--- config.mk ---
export PLATFORM = sky130hd
export DESIGN_NAME = wb_regfile_flat
export DESIGN_NICKNAME = d
export VERILOG_FILES = /design/src/rtl/wb_regfile_if.sv /design/src/rtl/wb_regfile.sv /design/src/flat_wrapper.sv
export SDC_FILE = /design/constraint.sdc
export NUM_CORES = 2
export LEC_CHECK = 0
export ABC_CLOCK_PERIOD_IN_PS = 4300
export CAP_MARGIN = 25
export CORE_UTILIZATION = 50
export CTS_CLUSTER_DIAMETER = 60
export DETAILED_ROUTE_END_ITERATION = 8
export GPL_TIMING_DRIVEN = 0
export PLACE_DENSITY = 0.68
export SLEW_MARGIN = 20
export SYNTH_ARGS = -nofsm -noshare
export SYNTH_HDL_FRONTEND = slang
export SYNTH_SLANG_ARGS = --single-unit
--- constraint.sdc ---
create_clock -name clk_i -period 4.3 [get_ports clk_i]
set_input_delay 1.29 -clock clk_i [delete_from_list [all_inputs] [get_ports clk_i]]
set_output_delay 1.29 -clock clk_i [all_outputs]
set_load 0.02 [all_outputs]
--- src/rtl/wb_regfile_if.sv ---
// Bundle of writeback-stage and register-read signals between the
// MEM/WB pipeline register, the ID stage and the register file.
// Signal names keep the register file's own _i/_o view, so the slave
// modport reads naturally from inside wb_regfile.
//
// Handshake: there is no valid/ready pair on this bus. RegWrite_i is a
// single-cycle qualifier: a writeback is offered every cycle it is high
// and is always accepted (the file never back-pressures). WBvalid_o
// reports whether the offered writeback actually commits (nonzero
// destination).
interface wb_regfile_if #(
    parameter int DATA_W = 32,
    parameter int ADDR_W = 5
);
    logic              RegWrite_i;
    logic              MemtoReg_i;
    logic [DATA_W-1:0] Data_i;
    logic [DATA_W-1:0] ALUout_i;
    logic [ADDR_W-1:0] RDaddr_i;
    logic [ADDR_W-1:0] RSaddr_i;
    logic [ADDR_W-1:0] RTaddr_i;
    logic [DATA_W-1:0] RSdata_o;
    logic [DATA_W-1:0] RTdata_o;
    logic [DATA_W-1:0] WBdata_o;
    logic              WBvalid_o;
    logic [31:0]       WBcount_o;

    // Register file side
    modport slave (
        input  RegWrite_i, MemtoReg_i, Data_i, ALUout_i,
        input  RDaddr_i, RSaddr_i, RTaddr_i,
        output RSdata_o, RTdata_o, WBdata_o, WBvalid_o, WBcount_o
    );

    // Pipeline / stimulus side
    modport master (
        output RegWrite_i, MemtoReg_i, Data_i, ALUout_i,
        output RDaddr_i, RSaddr_i, RTaddr_i,
        input  RSdata_o, RTdata_o, WBdata_o, WBvalid_o, WBcount_o
    );
endinterface

--- src/rtl/wb_regfile.sv ---
// Writeback stage register file: selects memory data or ALU result,
// commits it to a 32-entry GPR file (x0 hardwired to zero), serves two
// combinational read ports with optional same-cycle bypass, and counts
// committed writes. NREG must equal 2**ADDR_W.
module wb_regfile #(
    parameter int DATA_W = 32,
    parameter int NREG   = 32,
    parameter int ADDR_W = 5,
    parameter int BYPASS = 1
) (
    input logic         clk_i,
    input logic         rst_i,
    wb_regfile_if.slave wb
);

    logic [DATA_W-1:0] wb_data;
    logic              wb_valid;
    logic              rs_hit;
    logic              rt_hit;
    logic [DATA_W-1:0] regs_q [NREG];
    logic [DATA_W-1:0] regs_d [NREG];
    logic [31:0]       wbcount_q;
    logic [31:0]       wbcount_d;

    // Writeback value select and commit qualifier (x0 writes are dropped)
    always_comb begin
        wb_data  = wb.MemtoReg_i ? wb.Data_i : wb.ALUout_i;
        wb_valid = wb.RegWrite_i && (wb.RDaddr_i != '0);
    end

    // Next register contents: only the addressed entry changes, so an
    // unknown RegWrite_i never disturbs other entries; entry 0 stays zero
    always_comb begin
        regs_d = regs_q;
        if (wb_valid) begin
            regs_d[wb.RDaddr_i] = wb_data;
        end
        regs_d[0] = '0;
    end

    // Commit counter, wraps naturally at 2**32
    always_comb begin
        wbcount_d = wb_valid ? wbcount_q + 32'd1 : wbcount_q;
    end

    // Register array and counter; asynchronous reset wins over any write
    always_ff @(posedge clk_i or negedge rst_i) begin
        if (!rst_i) begin
            for (int i = 0; i < NREG; i++) begin
                regs_q[i] <= '0;
            end
            wbcount_q <= '0;
        end else begin
            regs_q    <= regs_d;
            wbcount_q <= wbcount_d;
        end
    end

    // Read ports; bypass hits need wb_valid, so address 0 can never bypass
    always_comb begin
        rs_hit = (BYPASS != 0) && wb_valid && (wb.RSaddr_i == wb.RDaddr_i);
        rt_hit = (BYPASS != 0) && wb_valid && (wb.RTaddr_i == wb.RDaddr_i);
        wb.RSdata_o = rs_hit ? wb_data : regs_q[wb.RSaddr_i];
        wb.RTdata_o = rt_hit ? wb_data : regs_q[wb.RTaddr_i];
    end

    // Forwarding-unit and status outputs
    always_comb begin
        wb.WBdata_o  = wb_data;
        wb.WBvalid_o = wb_valid;
        wb.WBcount_o = wbcount_q;
    end

endmodule

--- src/flat_wrapper.sv ---
// flat-port wrapper written by rule: the top's interface ports become plain ports
module wb_regfile_flat 
#(
    parameter int DATA_W = 32,
    parameter int NREG   = 32,
    parameter int ADDR_W = 5,
    parameter int BYPASS = 1
)
  (clk_i, rst_i, wb_RegWrite_i, wb_MemtoReg_i, wb_Data_i, wb_ALUout_i, wb_RDaddr_i, wb_RSaddr_i, wb_RTaddr_i, wb_RSdata_o, wb_RTdata_o, wb_WBdata_o, wb_WBvalid_o, wb_WBcount_o);
  wb_regfile_if #(.DATA_W(DATA_W), .ADDR_W(ADDR_W)) wb_i ();
  input logic clk_i;
  input logic rst_i;
  input wire logic [$bits(wb_i.RegWrite_i)-1:0] wb_RegWrite_i;
  input wire logic [$bits(wb_i.MemtoReg_i)-1:0] wb_MemtoReg_i;
  input wire logic [$bits(wb_i.Data_i)-1:0] wb_Data_i;
  input wire logic [$bits(wb_i.ALUout_i)-1:0] wb_ALUout_i;
  input wire logic [$bits(wb_i.RDaddr_i)-1:0] wb_RDaddr_i;
  input wire logic [$bits(wb_i.RSaddr_i)-1:0] wb_RSaddr_i;
  input wire logic [$bits(wb_i.RTaddr_i)-1:0] wb_RTaddr_i;
  output wire logic [$bits(wb_i.RSdata_o)-1:0] wb_RSdata_o;
  output wire logic [$bits(wb_i.RTdata_o)-1:0] wb_RTdata_o;
  output wire logic [$bits(wb_i.WBdata_o)-1:0] wb_WBdata_o;
  output wire logic [$bits(wb_i.WBvalid_o)-1:0] wb_WBvalid_o;
  output wire logic [$bits(wb_i.WBcount_o)-1:0] wb_WBcount_o;
  assign wb_i.RegWrite_i = wb_RegWrite_i;
  assign wb_i.MemtoReg_i = wb_MemtoReg_i;
  assign wb_i.Data_i = wb_Data_i;
  assign wb_i.ALUout_i = wb_ALUout_i;
  assign wb_i.RDaddr_i = wb_RDaddr_i;
  assign wb_i.RSaddr_i = wb_RSaddr_i;
  assign wb_i.RTaddr_i = wb_RTaddr_i;
  assign wb_RSdata_o = wb_i.RSdata_o;
  assign wb_RTdata_o = wb_i.RTdata_o;
  assign wb_WBdata_o = wb_i.WBdata_o;
  assign wb_WBvalid_o = wb_i.WBvalid_o;
  assign wb_WBcount_o = wb_i.WBcount_o;
  wb_regfile #(.DATA_W(DATA_W), .NREG(NREG), .ADDR_W(ADDR_W), .BYPASS(BYPASS)) u_core (.clk_i(clk_i), .rst_i(rst_i), .wb(wb_i));
endmodule
# Yosys cells after proc, flatten, opt, wreduce, memory -nomap -nowiden
# Index checks and enable logic that the tools add are counted.
dict set report totals {
  mem_bits_ro 0
  ram_bits 0
  out_inout_bits 129
  latchBits 0
  memories 0
  regBits 1024
}
dict set report op_classes {
  n_reduce_logical 5
  add_sub_neg 1
  magnitude_cmp 4
  n_mux 12
  multipliers 0
  n_shift 0
  bitwise_logic 3
  eq_ne 2
  div 0
}
# cell n
set ops {}
lappend ops {{1024-bit bitwise mux} 1}
lappend ops {{32-bit binary-select mux with 5-bit select} 2}
lappend ops {{32-bit two-way mux} 8}
lappend ops {{32-bit demux with 5-bit select} 1}
lappend ops {{32-bit by 1-bit adder with 32-bit output, second input constant} 1}
lappend ops {{6-bit >= comparator, second input constant} 3}
lappend ops {{5-bit NOT with 6-bit output} 3}
lappend ops {{5-bit == test} 2}
lappend ops {{6-bit by 1-bit less-than comparator with 1-bit output, second input constant} 1}
lappend ops {{5-bit nonzero test} 1}
lappend ops {{1-bit logical AND} 4}

# Logic depth before layout (Yosys ltp)
dict set report depth {
  word_depth 6
  ltp_mapped 10
  ltp_nobuf 5
}

# Worst setup path before layout
# Ideal clock, no wire load.
dict set report synth_path {
  kind {input to output}
  startpoint {input port wb_RDaddr_i[1]}
  endpoint {output port wb_RSdata_o[31]}
  setup_slack_ns -0.314
  arrival_ns 3.324
  required_ns 3.010
  stages 6
  n_path_buf 2
  path_cell_list {buf_2 nor2_1 a21boi_1 nand4_1 buf_2 o21ai_0}
}
dict set report synth_via {
  elab_chain_len 4
  word_cells_on_any_way 5
  classes_between {1 x eq/ne; 1 x mux; 3 x reduce/logical}
}
# item line_no
set synth_rtl {}
lappend synth_rtl {{from (decl)} flat_wrapper.sv:17} ;# input wire logic [$bits(wb_i.RDaddr_i)-1:0] wb_RDaddr_i;
lappend synth_rtl {{5-bit nonzero test} wb_regfile.sv:28} ;# wb_valid = wb.RegWrite_i && (wb.RDaddr_i != '0);
lappend synth_rtl {{1-bit logical AND} wb_regfile.sv:28}
lappend synth_rtl {{net wb_WBvalid_o} flat_wrapper.sv:23} ;# output wire logic [$bits(wb_i.WBvalid_o)-1:0] wb_WBvalid_o;
lappend synth_rtl {{1-bit logical AND} wb_regfile.sv:61} ;# rs_hit = (BYPASS != 0) && wb_valid && (wb.RSaddr_i == wb.RDaddr_i);
lappend synth_rtl {{32-bit two-way mux} wb_regfile.sv:63} ;# wb.RSdata_o = rs_hit ? wb_data : regs_q[wb.RSaddr_i];
lappend synth_rtl {{to (decl)} flat_wrapper.sv:20} ;# output wire logic [$bits(wb_i.RSdata_o)-1:0] wb_RSdata_o;
# The timed path passes the listed nets, and every way through them passes these cells.

# Worst setup path in the final report
dict set report layout_path {
  startpoint {input port wb_RTaddr_i[1]}
  endpoint {output port wb_RTdata_o[0]}
}
dict set report layout_via {
  elab_chain_len 5
  word_cells_on_any_way 7
  classes_between {1 x eq/ne; 4 x mux; 1 x bitwise; 1 x reduce/logical}
}
# item line_no
set layout_rtl {}
lappend layout_rtl {{from (decl)} flat_wrapper.sv:19} ;# input wire logic [$bits(wb_i.RTaddr_i)-1:0] wb_RTaddr_i;
lappend layout_rtl {{5-bit NOT with 6-bit output (not written as such)} wb_regfile.sv:64} ;# wb.RTdata_o = rt_hit ? wb_data : regs_q[wb.RTaddr_i];
lappend layout_rtl {{32-bit binary-select mux with 5-bit select} wb_regfile.sv:64}
lappend layout_rtl {{32-bit two-way mux (not written as such) (2 in series)} wb_regfile.sv:64}
lappend layout_rtl {{32-bit two-way mux (*)} wb_regfile.sv:64}
lappend layout_rtl {{to (decl)} flat_wrapper.sv:21} ;# output wire logic [$bits(wb_i.RTdata_o)-1:0] wb_RTdata_o;
# Every way passes the cells marked *; elsewhere a longest branch is shown, timed or not. The select of a mux whose other input is x is not followed.

==> out/qor.yml <==
power:
  power.density_nw_per_um2: 480
  pwr-share-clk: 0.330
  vdd_drop_max_mv: 0.382
  swShare: 0.328
  p_leak_uw: 0.0287
  p_int_uw: 21800
  p_seq_frac: 0.416
  switching_power_uw: 10600
  combPwrFrac: 0.253
status:
  outcome: "finished, violations left"
  violations: "negative setup slack"
place:
  dp_slack_ns: -2.76
  dp_hpwl_um: 155000
  placedCellCount: 6717
  dpl_cell_area_um2: 57800
  io_buffers: 200
  gp_congestion: 1.02
timing:
  setup_viol: 65
  slew_headroom: 0.243
  finalCritPeriodShare: 1.10
  holdWs_ns: 0.343
  finalCriticalPeriod_ns: 4.72
  rsz0062_at_grt: "yes"
  timing.fmax_mhz: 212
  slew_viol_final: 0
  worstMarginPinSlew_ns: 1.14
  timing.final.ws_setup_ns: -0.416
  hold_viol: 0
  skew_ns: 0.00550
synthesis:
  avgSynthCellArea_um2: 10.5
  synth_edf_count: 0
  syn_inst: 5109
  ys_top_cells_by_count: "dfrtp_1 (1024), nand2_1 (735), o21ai_0 (678), a21oi_1 (447), nor2_1 (441)"
  synth_seq_area_share: 0.477
  synth.distinct_cells: 58
  yosys.area.top_type: "dfrtp_1"
  ys_warn_count: 0
  synth_seq_cells: 1024
  netlist_area_um2: 53700
  syn_nets: 5193
  synth.area.top_cells: "dfrtp_1 (48%), mux4_2 (16%), o21ai_0 (6.3%)"
  yosysTopAreaCellShare: 0.477
  async_reset_ff_frac: 1.00
  synthFlopType: "dfrtp_1"
  yosysMostFrequentCell: "dfrtp_1"
floorplan:
  die-width_um: 330
  boundaryPins: 212
  die_h_um: 330
  core_um2: 106000
  start_util: 0.507
  dieArea_um2: 109000
  rows: 119
layout:
  drive_gt1_frac: 0.256
  area_delta_synth_final_pct: 25.7
  fin_area_um2: 67500
  fin_cells: 7071
  layout.nets: 5666
critical_path:
  cp.required_ns: 3.01
  critPathKind: "in -> out"
  critical_path.startpoint_type: "input port"
  arrival_ns: 3.43
  worstPathMaxFanout: 6
  end_kind: "output pin"
run:
  drv_cap: 0
detailed_routing:
  viasPerCell: 6.69
  wl_per_cell_um: 30.1
  wirelength_um: 213000
  routed-via-count: 47300
  drc: 0
  firstDrtPassIters: 8
  ant_nets: 0
  drtIter0Drc: 6811
clock_network:
  clkTransAtPathRegs_ns: 0.06
  tritoncts: "yes"
  ctsRootBufferMaster: "clkbuf_16"
  cts.sinks: 1024
  htreeDepth: 3
  cts_buffers: 111
  insertion_delay_ns: 0.72
  clk_path_buf_depth: 3
global_routing:
  overflow: 0
  grt_util_all_layers: 0.389
  antenna_found_initial: 2
  grt_max_degree: 147
  grt_pass1_vias: 46100
  grt_pass1_wl_um: 307000
min_path:
  min_path_type: "in -> async"
-- power by group through the flow --
stage | clock, uW | combinational, uW | sequential [uW]
floorplan | 0 | 4700 | 12900
global placement | 0 | 6750 | 13400
detailed placement | 0 | 6980 | 13500
CTS | 10700 | 7780 | 13300
global route | 11100 | 8710 | 13700
finish | 10700 | 8210 | 13500
-- worst paths after layout --
check,start,endpoint,slack [ns],cells after the start
max,wb_RTaddr_i[1],wb_RTdata_o[0],-0.42,11
min,rst_i,u_core.regs_q[186],0.34,1
max reg2reg,u_core.wb.WBcount_o[0],u_core.wb.WBcount_o[24],2.26,5
min reg2reg,u_core.wb.WBcount_o[31],u_core.wb.WBcount_o[31],0.47,1
max in group asynchronous,rst_i,u_core.regs_q[838],1.95,4
min in group clk_i,u_core.wb.WBcount_o[31],u_core.wb.WBcount_o[31],0.47,1
-- layout by cell type, fill, tap and decap left out, drive strengths merged, types with 4 or more instances in the layout --
cell and n:
o221ai 32, a21o 29, nand3 19, nor2 449
mux2i 199, nor3 10, nand4 11, a211oi 5
mux4 381, dfrtp 1024, bufinv 19, clkinv 32
a21oi 447, a22oi 152, clkinvlp 7, nand3b 5
o211ai 4, and4 5, a21boi 4, xor2 19
and2 5, or2 4, nor2b 11, nand2 735
clkbuf 491, nor3b 5, clkdlybuf4s50 122, buf 396
dlymetal6s2s 6, xnor2 22, and3 5, a31oi 31
a221oi 31, o21ai 700, a221o 60, mux2 63
nand2b 61, inv 49
-- per-layer routing --
layer  wire length, um  global-route usage
met1             77500               0.508
met2             93500               0.571
met3             28200               0.129
met4             13800               0.223
met5                92                   0
-- registers in the layout, indices dropped and copies added (netlist names) --
signal,count
u_core.wb.WBcount_o,32
u_core.regs_q,992
-- critical path, stage by stage --
cell and delay (ns):
buf_12 0.12, buf_12 0.15, clkbuf_16 0.20, buf_12 0.15, clkbuf_16 0.17, mux4_2 0.32
a22oi_2 0.26, nand2_2 0.13, a22oi_2 0.28, o21ai_2 0.17, buf_6 0.17
-- cell type report --
| cell class | instances | area, um^2 |
|---|---|---|
| tap | 1391 | 1740 |
| inverter | 39 | 148 |
| clock inverter | 68 | 996 |
| clock buffer | 140 | 3050 |
| timing repair buffer | 366 | 4320 |
| fill | 8090 | 38300 |
| sequential | 1024 | 25600 |
| buffer | 513 | 4030 |
| antenna | 3 | 7.51 |
| multi-input combinational | 3527 | 27600 |
-- repair_timing --
item / CTS / global route
pin swaps: 167 / 99
setup buffers: 83 / 47
gates cloned: 20 / 5
hold buffers: 0 / 0
setup endpoints to repair: 97 / 74
resized for setup: 1345 / 163
-- metrics by stage --
stage          utilization  power (uW)  TNS, ns
6_report             0.638       32400   -15.33
5_1_grt              0.638       33400   -14.94
4_1_cts              0.629       31800   -10.58
3_5_place_dp         0.546       20400  -171.80
3_3_place_gp         0.543       20100        -
2_1_floorplan            -       17600   -0.486
-- kinds of logic (layout without fill, tap and decap cells) --
logic type,count (synthesis),count (layout),share of synthesized area
other cells,0,3,0
compound gates,1503,1503,0.160
flops,1024,1024,0.477
simple gates,1339,1339,0.102
mux,643,643,0.210
fa+ha+maj,1,1,0.000233
buf+inv,558,1126,0.0436
xor+xnor,41,41,0.00669
(Power assumes the default switching activity.)
